## config.mk

```make
export PLATFORM = sky130hd
export DESIGN_NAME = mem_access_unit
export DESIGN_NICKNAME = d
export VERILOG_FILES = /design/src/rtl/mem_access_unit.sv
export SDC_FILE = /design/constraint.sdc
export NUM_CORES = 1
export LEC_CHECK = 0
export BUFFER_PORTS_ARGS = -buffer_cell sky130_fd_sc_hd__buf_2
export CAP_MARGIN = 20
export CORE_ASPECT_RATIO = 1.25
export CORE_UTILIZATION = 45
export CTS_CLUSTER_SIZE = 28
export DETAILED_ROUTE_END_ITERATION = 8
export PLACE_DENSITY = 0.76
export SLEW_MARGIN = 20
export SYNTH_ARGS = -nofsm -noshare
export SYNTH_HDL_FRONTEND = slang
export SYNTH_SLANG_ARGS = --single-unit
export TNS_END_PERCENT = 100
```

## constraint.sdc

```tcl
create_clock -name clock -period 3 [get_ports clock]
set_clock_uncertainty 0.1 [all_clocks]
set_input_delay 0.6 -clock clock [delete_from_list [all_inputs] [get_ports clock]]
set_output_delay 0.6 -clock clock [all_outputs]
set_load 0.05 [all_outputs]
```

## src/rtl/mem_access_unit.sv

```systemverilog
// Load/store sequencer between the MEM stage and a big-endian, word-wide data
// memory. Turns byte/half/word requests into aligned word accesses and uses
// read-modify-write for sub-word stores.
//
// state | meaning
// IDLE  | ready for a request; checks alignment and range on accept
// READ  | memory word addressed; captured at the closing edge
// WRITE | single-cycle write of the final word (mem_en high)
// RESP  | response held until the consumer takes it
module mem_access_unit #(
  parameter logic [31:0] MEM_BASE  = 32'h8002_0000,
  parameter logic [31:0] MEM_DEPTH = 32'd250000
) (
  input  logic        clock,
  input  logic        reset_n,
  input  logic        req_valid,
  output logic        req_ready,
  input  logic [31:0] req_addr,
  input  logic [31:0] req_wdata,
  input  logic        req_store,
  input  logic [1:0]  req_size,
  input  logic        req_unsigned,
  output logic        resp_valid,
  input  logic        resp_ready,
  output logic [31:0] resp_rdata,
  output logic        resp_error,
  output logic [31:0] mem_addr,
  output logic [31:0] mem_wdata,
  input  logic [31:0] mem_rdata,
  output logic        mem_rw,
  output logic        mem_en
);

  typedef enum logic [1:0] {IDLE, READ, WRITE, RESP} state_t;

  state_t      state_q, state_d;
  logic        req_ready_q, req_ready_d;
  logic        resp_valid_q, resp_valid_d;
  logic [31:0] resp_rdata_q, resp_rdata_d;
  logic        resp_error_q, resp_error_d;
  logic [31:0] mem_addr_q, mem_addr_d;
  logic [31:0] mem_wdata_q, mem_wdata_d;
  logic        mem_rw_q, mem_rw_d;
  logic        mem_en_q, mem_en_d;
  // Only the byte-lane bits and the low half of store data are needed after
  // accept; the word address itself lives in mem_addr_q.
  logic [1:0]  addr_lo_q, addr_lo_d;
  logic [15:0] wdata_lo_q, wdata_lo_d;
  logic        store_q, store_d;
  logic [1:0]  size_q, size_d;
  logic        unsigned_q, unsigned_d;

  logic [31:0] req_off, req_last;
  logic        req_misaligned, req_out_of_range, req_err;
  logic [7:0]  rd_byte;
  logic [15:0] rd_half;
  logic [31:0] load_val, merge_val;

  // Request legality: alignment, size encoding and the last byte of the
  // containing word must fall inside the memory.
  always_comb begin
    req_off          = req_addr - MEM_BASE;
    req_last         = {req_off[31:2], 2'b00} + 32'd3;
    req_misaligned   = ((req_size == 2'b01) && req_addr[0]) ||
                       ((req_size == 2'b10) && (req_addr[1:0] != 2'b00));
    req_out_of_range = (req_addr < MEM_BASE) || (req_last > MEM_DEPTH);
    req_err          = req_misaligned || (req_size == 2'b11) || req_out_of_range;
  end

  // Big-endian lane extraction for loads and lane merge for sub-word stores.
  always_comb begin
    case (addr_lo_q)
      2'd0:    rd_byte = mem_rdata[31:24];
      2'd1:    rd_byte = mem_rdata[23:16];
      2'd2:    rd_byte = mem_rdata[15:8];
      default: rd_byte = mem_rdata[7:0];
    endcase
    rd_half = addr_lo_q[1] ? mem_rdata[15:0] : mem_rdata[31:16];

    if (size_q == 2'b00)      load_val = {{24{rd_byte[7] & ~unsigned_q}}, rd_byte};
    else if (size_q == 2'b01) load_val = {{16{rd_half[15] & ~unsigned_q}}, rd_half};
    else                      load_val = mem_rdata;

    merge_val = mem_rdata;
    if (size_q == 2'b00) begin
      case (addr_lo_q)
        2'd0:    merge_val[31:24] = wdata_lo_q[7:0];
        2'd1:    merge_val[23:16] = wdata_lo_q[7:0];
        2'd2:    merge_val[15:8]  = wdata_lo_q[7:0];
        default: merge_val[7:0]   = wdata_lo_q[7:0];
      endcase
    end else if (addr_lo_q[1]) begin
      merge_val[15:0] = wdata_lo_q;
    end else begin
      merge_val[31:16] = wdata_lo_q;
    end
  end

  // Next state and next registered outputs.
  always_comb begin
    state_d      = state_q;
    req_ready_d  = req_ready_q;
    resp_valid_d = resp_valid_q;
    resp_rdata_d = resp_rdata_q;
    resp_error_d = resp_error_q;
    mem_addr_d   = mem_addr_q;
    mem_wdata_d  = mem_wdata_q;
    mem_rw_d     = mem_rw_q;
    mem_en_d     = mem_en_q;
    addr_lo_d    = addr_lo_q;
    wdata_lo_d   = wdata_lo_q;
    store_d      = store_q;
    size_d       = size_q;
    unsigned_d   = unsigned_q;

    case (state_q)
      IDLE: begin
        if (req_valid) begin
          addr_lo_d   = req_addr[1:0];
          wdata_lo_d  = req_wdata[15:0];
          store_d     = req_store;
          size_d      = req_size;
          unsigned_d  = req_unsigned;
          req_ready_d = 1'b0;
          if (req_err) begin
            state_d      = RESP;
            resp_valid_d = 1'b1;
            resp_error_d = 1'b1;
            resp_rdata_d = 32'h0;
          end else if (!req_store || (req_size != 2'b10)) begin
            state_d    = READ;
            mem_addr_d = {req_addr[31:2], 2'b00};
            mem_rw_d   = 1'b1;
          end else begin
            state_d     = WRITE;
            mem_addr_d  = {req_addr[31:2], 2'b00};
            mem_wdata_d = req_wdata;
            mem_rw_d    = 1'b0;
            mem_en_d    = 1'b1;
          end
        end
      end
      READ: begin
        if (!store_q) begin
          state_d      = RESP;
          resp_valid_d = 1'b1;
          resp_error_d = 1'b0;
          resp_rdata_d = load_val;
        end else begin
          state_d     = WRITE;
          mem_wdata_d = merge_val;
          mem_rw_d    = 1'b0;
          mem_en_d    = 1'b1;
        end
      end
      WRITE: begin
        state_d      = RESP;
        mem_en_d     = 1'b0;
        mem_rw_d     = 1'b1;
        resp_valid_d = 1'b1;
        resp_error_d = 1'b0;
        resp_rdata_d = 32'h0;
      end
      default: begin
        if (resp_ready) begin
          state_d      = IDLE;
          resp_valid_d = 1'b0;
          req_ready_d  = 1'b1;
        end
      end
    endcase
  end

  // State and registered outputs; reset drops mem_en immediately.
  always_ff @(posedge clock or negedge reset_n) begin
    if (!reset_n) begin
      state_q      <= IDLE;
      req_ready_q  <= 1'b1;
      resp_valid_q <= 1'b0;
      resp_rdata_q <= 32'h0;
      resp_error_q <= 1'b0;
      mem_addr_q   <= 32'h0;
      mem_wdata_q  <= 32'h0;
      mem_rw_q     <= 1'b1;
      mem_en_q     <= 1'b0;
      addr_lo_q    <= 2'b00;
      wdata_lo_q   <= 16'h0;
      store_q      <= 1'b0;
      size_q       <= 2'b00;
      unsigned_q   <= 1'b0;
    end else begin
      state_q      <= state_d;
      req_ready_q  <= req_ready_d;
      resp_valid_q <= resp_valid_d;
      resp_rdata_q <= resp_rdata_d;
      resp_error_q <= resp_error_d;
      mem_addr_q   <= mem_addr_d;
      mem_wdata_q  <= mem_wdata_d;
      mem_rw_q     <= mem_rw_d;
      mem_en_q     <= mem_en_d;
      addr_lo_q    <= addr_lo_d;
      wdata_lo_q   <= wdata_lo_d;
      store_q      <= store_d;
      size_q       <= size_d;
      unsigned_q   <= unsigned_d;
    end
  end

  assign req_ready  = req_ready_q;
  assign resp_valid = resp_valid_q;
  assign resp_rdata = resp_rdata_q;
  assign resp_error = resp_error_q;
  assign mem_addr   = mem_addr_q;
  assign mem_wdata  = mem_wdata_q;
  assign mem_rw     = mem_rw_q;
  assign mem_en     = mem_en_q;

endmodule

```

==> summary.txt, run 1 <==
Pleak: 4.31 nW
Final Setup Violations: 0
Mapped Area: 0.00655 mm2
Critical path type: in2reg
Largest net degree at the start of global routing: 52
Post-Synth XOR/XNOR Area: 0.00134
Post-synthesis compound-gate area fraction: 0.254
Endpoint class of the critical path: flop
Initial DRC count: 494
Register clock-pin slew on the reported worst setup and hold paths: 0.06 ns
Period utilization: 0.931
Pwr Density: 1240 mW/mm2
Post-route DRC: 0
CTS root buf: clkbuf_16
Layout cells sized above 1: 0.357
Final slew viol count: 0
Post-synthesis sequential area ratio: 0.470
Io pins: 205
Worst slew pin tran: 0.783 ns
Chip width: 110 um
Min cycle time layout: 2.79 ns
Synthesized flop and latch total: 123
GR Overflow Total: 0
H-tree levels: 4
Filler instances: 1186
Startpoint Class: input port
Slowest stage cell, crit path: o2111ai_1
Max-cap check violation count: 0
FF-to-FF Start: state_q[1]
Hold-fix buffers at CTS: 0
FF-to-FF setup slack: 0.53 ns
Worst EP required: 3.23 ns
Post-cts sizing count: 0
Crit path buf inv count: 2
HP Class: in2async
CP delay by family, top: compound AO/OA/AOI/OAI gates
RSZ-0062 raised after global routing: no
Die height: 137 um
Max Fclk: 358 MHz
Synth Area in Adders: 0.00955
Final hold slack: 0.0526 ns
Initial Utilization: 0.468
Antenna violations before repair: 2
Yosys warns: 0
# Post-CTS Setup Buffers: 0
Commonest non-fill, non-tap cells in the layout: buf_2, dfrtp_1, a21oi_1
Worst Reg-to-Reg Cells: 10
PortBufs: 202
Avg Vias per Cell: 6.00
Critical path arrival: 3.02 ns
Commonest non-fill, non-tap cell in the layout: buf_2
Row count: 48
Global-route wire length before repair: 31700 um
CTS tree: done
ANT nets after route: 0
Final Hold Vio Count: 0
Reg-to-Reg End: mem_wdata[31]
Detailed Route WL: 20400 um
Most frequent CP cell: and4_1
Post-Syn Instances: 631
Worst Setup EP: resp_rdata[15]
GPL Wtd Cong: 0.907
Setup TNS: 0 ns
Main synth FF type: dfrtp_1
Post-Synth Simple-Gate Area: 0.114
Clock buffer count from CTS: 17
Via count: 6158
Final #Nets: 947
Wire length per cell: 19.8 um
# diodes: 0
Crit path cell chain: buf_2 -> inv_1 -> ha_1 -> nor4b_1 -> and4_1 -> o22a_1 -> and4_1 -> o22ai_1 -> o2111ai_1 -> o2bb2ai_1
Proportion of synthesized area in mux cells: 0.113
Post-synth EDFFs: 0
Clock Path Buffers: 2
Worst rel slew slack: 0.478
VDD IR max: 726 uV
CP max stage delay: 0.51 ns
Worst-Skew Late Latency: 0.41 ns
Hpwl dp: 14900 um
Combinational family with the most area after synthesis: compound AO/OA/AOI/OAI gates
Post-synthesis async set-or-reset flop share: 1.00
Vias in the first global route: 6049
Avg Inst Size Synth: 10.4 um2
Area grow syn2layout: 30.4%
Crit path max fanout: 8
Crit path from: req_addr[18]
Total Routing Usage GR: 0.281
Core area: 0.0140 mm2
Clock sinks: 123
Stages on the worst setup path: 10
Die ar.: 0.0150 mm2
DRT Pass-1 Iters: 6
Outcome: complete, no violations
Yosys cell types: 64
==> cell usage after synthesis, types with 2 or more instances <==
cell type	instances	area share
o211ai_1	17	0.019
o2bb2ai_1	8	0.011
nor4b_4	2	0.0073
a22o_1	23	0.031
nand4b_1	3	0.0040
mux2_1	20	0.034
nand2_1	59	0.034
nor4b_1	2	0.0027
a21o_1	34	0.039
a21oi_1	71	0.054
and2_1	3	0.0029
clkbuf_1	26	0.015
ha_1	5	0.0096
mux2_2	28	0.048
nor2_1	17	0.0097
a32o_1	16	0.024
o21ai_1	2	0.0015
a211o_1	2	0.0027
mux2i_1	18	0.028
and3_1	2	0.0019
nor2b_1	13	0.012
buf_1	5	0.0029
nor3_1	3	0.0023
buf_2	8	0.0061
inv_1	12	0.0069
or2_2	2	0.0019
dfstp_2	2	0.0080
buf_4	2	0.0023
o2111ai_1	2	0.0027
o22ai_1	23	0.022
dfrtp_1	121	0.46
nor3b_1	9	0.010
o21ai_0	35	0.027
nand4_1	4	0.0038
buf_6	2	0.0034
and4_1	2	0.0027
==> state kept, by name (all words and copies together), names as in the netlist <==
name and count:
mem_en 1, mem_rw 1, size_q 2, state_q 2
mem_addr 30, wdata_lo_q 16, req_ready 1, unsigned_q 1
addr_lo_q 2, mem_wdata 32, store_q 1, resp_rdata 32
resp_error 1, resp_valid 1
==> worst min path at each step <==
stage	startpoint	to	slack [ns]
2_1_floorplan	reset_n	addr_lo_q[0]	0.20
3_3_place_gp	mem_addr[31]	mem_addr[31]	0.35
3_5_place_dp	mem_addr[31]	mem_addr[31]	0.36
4_1_cts	reset_n	mem_addr[21]	0.06
5_1_grt	reset_n	mem_addr[21]	0.08
6_report	reset_n	mem_addr[21]	0.05
==> metal layers <==
metal  part of all wire  vias up  wire, um  track usage
met5            0.00079        -        16            0
li1                   -     2783         -            -
met2               0.49      329      9980        0.461
met1               0.40     2988      8050        0.347
met4              0.028        2       570        0.113
met3              0.085       56      1740       0.0767
==> area by class of cell <==
class | count | area (um2) | share of cell area
Inverter | 12 | 45.0 | 0.00528
Clock inverter | 12 | 219 | 0.0256
Timing Repair Buffer | 230 | 1290 | 0.151
Tap cell | 175 | 219 | 0.0256
Clock buffer | 20 | 447 | 0.0523
Sequential cell | 123 | 3080 | 0.361
Multi-Input combinational cell | 454 | 3240 | 0.380
==> per-stage QoR <==
| step | instances | worst slack, ns | utilization | cell area [um2] | power, mW |
|---|---|---|---|---|---|
| 2_1_floorplan | 632 | 0.144 | - | 6550 | 6.73 |
| 3_3_place_gp | 994 | -0.102 | 0.563 | 7870 | 8.11 |
| 3_5_place_dp | 994 | -0.175 | 0.563 | 7870 | 8.20 |
| 4_1_cts | 1026 | 0.248 | 0.610 | 8540 | 10.6 |
| 5_1_grt | 1026 | 0.00474 | 0.610 | 8540 | 11.2 |
| 6_report | 1026 | 0.208 | 0.610 | 8540 | 10.6 |
==> logic make-up after synthesis <==
logic type | Yosys count
simple gates | 134
flops | 123
xor+xnor | 1
other cells | 1
compound gates | 245
fa+ha+maj | 5
mux | 67
buf+inv | 55
==> worst reg2reg max path: stages (launching register included) <==
cell     delay (ns)
dfrtp_1        0.41
inv_1          0.09
ha_1           0.33
inv_1          0.21
nor2_1         0.17
and3_1         0.16
nand4_1        0.10
a21o_1         0.26
buf_12         0.17
a21o_1         0.16
a32o_1         0.21
==> power breakdown <==
group | total [mW] | internal, mW | switching (mW)
sequential | 2.68 | 2.27 | 0.410
clock | 2.33 | 1.58 | 0.756
combinational | 5.57 | 1.89 | 3.68
No activity file was read; power rests on OpenSTA's default activity.
==> run 2: changes to the inputs <==
--- a/config.mk
+++ b/config.mk
@@ -12,6 +12,7 @@
 export CTS_CLUSTER_SIZE = 28
 export DETAILED_ROUTE_END_ITERATION = 8
 export PLACE_DENSITY = 0.76
+export REMOVE_ABC_BUFFERS = 1
 export SLEW_MARGIN = 20
 export SYNTH_ARGS = -nofsm -noshare
 export SYNTH_HDL_FRONTEND = slang
==> summary.txt, run 2 (synthesis gave the netlist of run 1 again) <==
Outcome: complete, no violations (unchanged)
Layout cells sized above 1: 0.360 (was 0.357)
Net load switching power: 4.82 mW (was 4.85 mW)
HP Class: in2async (unchanged)
Worst rel slew slack: 0.544 (was 0.478)
Commonest non-fill, non-tap cells in the layout: buf_2, dfrtp_1, a21oi_1 (unchanged)
Initial DRC count: 380 (was 494)
Detailed Route WL: 19900 um (was 20400 um)
Multi-input logic area: 0.00324 mm2 (unchanged)
Clock sinks: 123 (unchanged)
ANT nets after route: 0 (unchanged)
CTS tree: done (unchanged)
Post-cts sizing count: 0 (unchanged)
Worst-Skew Late Latency: 0.42 ns (was 0.41 ns)
FF-to-FF Start: state_q[0] (was state_q[1])
Met2 Track Usage GR: 0.440 (was 0.461)
Chip width: 110 um (unchanged)
Row count: 48 (unchanged)
Critical path type: in2reg (unchanged)
Global-route wire length before repair: 30800 um (was 31700 um)
RSZ-0062 raised after global routing: no (unchanged)
Switching Share: 0.470 (was 0.458)
Final Hold Vio Count: 0 (unchanged)
Die ar.: 0.0150 mm2 (unchanged)
GR Overflow Total: 0 (unchanged)
VDD IR max: 617 uV (was 726 uV)
Core area: 0.0140 mm2 (unchanged)
Initial Utilization: 0.468 (unchanged)
H-tree levels: 4 (unchanged)
CTS root buf: clkbuf_16 (unchanged)
DRT Pass-1 Iters: 5 (was 6)
Max-cap check violation count: 0 (unchanged)
Most used routing layer: met2 (unchanged)
Wire length per cell: 19.4 um (was 19.8 um)
Filler instances: 1234 (was 1186)
Final slew viol count: 0 (unchanged)
Pwr Density: 1210 mW/mm2 (was 1240 mW/mm2)
Internal power: 5.42 mW (was 5.73 mW)
Clock buffer count from CTS: 17 (unchanged)
Pleak: 4.27 nW (was 4.31 nW)
Final Setup Violations: 0 (unchanged)
Placed Cells: 995 (was 994)
GPL Wtd Cong: 0.886 (was 0.907)
Clk pwr share: 0.198 (was 0.220)
Post-route insts no fill: 1028 (was 1026)
Avg Vias per Cell: 5.86 (was 6.00)
Worst Reg-to-Reg Cells: 10 (unchanged)
Endpoint class of the critical path: flop (unchanged)
Via count: 6028 (was 6158)
Vias in the first global route: 6009 (was 6049)
Antenna violations before repair: 1 (was 2)
Register clock-pin slew on the reported worst setup and hold paths: 0.06 ns (about the same)
Worst slew pin tran: 0.683 ns (was 0.783 ns)
# Post-CTS Setup Buffers: 0 (unchanged)
Worst EP required: 3.24 ns (was 3.23 ns)
FF+latch area: 0.00308 mm2 (unchanged)
Max Fclk: 374 MHz (was 358 MHz)
Combinational fraction of design power: 0.543 (was 0.527)
Clock Path Buffers: 2 (unchanged)
Area grow syn2layout: 29.6% (was 30.4%)
Commonest non-fill, non-tap cell in the layout: buf_2 (unchanged)
Final hold slack: 0.113 ns (was 0.0526 ns)
Met1 Usage GRT: 0.335 (was 0.347)
FF-to-FF setup slack: 0.50 ns (was 0.53 ns)
Startpoint Class: input port (unchanged)
Hold-fix buffers at CTS: 0 (unchanged)
Min cycle time layout: 2.67 ns (was 2.79 ns)
Period utilization: 0.891 (was 0.931)
Die height: 137 um (unchanged)
Post-route DRC: 0 (unchanged)
Sequential Power Share: 0.259 (was 0.253)
PortBufs: 202 (unchanged)
Critical path arrival: 2.91 ns (was 3.02 ns)
Crit path max fanout: 16 (was 8)
Final #Nets: 948 (was 947)
Largest net degree at the start of global routing: 94 (was 52)
Total Routing Usage GR: 0.277 (was 0.281)
Met3 Use GR: 0.0838 (was 0.0767)
Hpwl dp: 14600 um (was 14900 um)
Io pins: 205 (unchanged)
Reg-to-Reg End: mem_wdata[25] (was mem_wdata[31])
## run 2: changes by cell type in the layout (fill, tap and decap cells not counted), sizes merged
cell,before,now
diode,0,1
clkinv,4,3
clkinvlp,2,6
inv,12,14
buf,230,231
bufinv,6,2
clkbuf,20,19
## run 2: power groups by stage
stage / sequential (mW) / clock (mW) / combinational, mW
2_1_floorplan: 4.00 / 0 / 2.57
3_3_place_gp: 2.65 / 0 / 5.42
3_5_place_dp: 2.66 / 0 / 5.54
4_1_cts: 2.64 / 2.07 / 5.56
5_1_grt: 2.72 / 2.15 / 5.98
6_report: 2.65 / 2.03 / 5.56
## run 2: final cells by class
| class | count | share of cell area |
|---|---|---|
| multi-input combinational | 454 | 0.382 |
| clock inverter | 13 | 0.0167 |
| tap | 175 | 0.0258 |
| timing repair buffer | 231 | 0.154 |
| inverter | 12 | 0.00531 |
| clock buffer | 19 | 0.0534 |
| sequential | 123 | 0.363 |
| antenna | 1 | 0.000295 |
## run 2: worst max-delay path, cell delays in order
cell and delay [ns]:
buf_2 0.11, buf_4 0.14, o41ai_2 0.36, o21ai_1 0.16
nor4_4 0.44, and4_1 0.28, o22ai_1 0.08, buf_4 0.17
and2_1 0.34, a21oi_1 0.23
## run 2: through the flow
step | total power [mW] | TNS (ns) | setup WS (ns) | cell area, um2 | util
finish | 10.2 | 0 | 0.327 | 8490 | 0.607
global route | 10.8 | 0 | 0.198 | 8490 | 0.606
CTS | 10.3 | 0 | 0.344 | 8490 | 0.606
detailed placement | 8.20 | -1.77 | -0.0669 | 7890 | 0.564
global placement | 8.08 | -0.430 | -0.0245 | 7890 | 0.564
floorplan | 6.57 | -35.05 | -0.973 | 6360 | -
## run 2: worst max-delay path by stage
stage / from / endpoint / cells after the start
floorplan: req_addr[17] / mem_addr[10] / 8
global placement: req_addr[18] / mem_addr[11] / 9
detailed placement: req_addr[18] / mem_addr[20] / 9
CTS: req_addr[18] / mem_addr[3] / 9
global route: req_addr[18] / resp_rdata[26] / 10
finish: req_addr[18] / resp_rdata[29] / 10
## run 2: metal layers
layer,part of all wire,vias up
met5,0.00050,-
met4,0.037,2
met3,0.087,58
met2,0.48,300
met1,0.39,2875
li1,-,2793
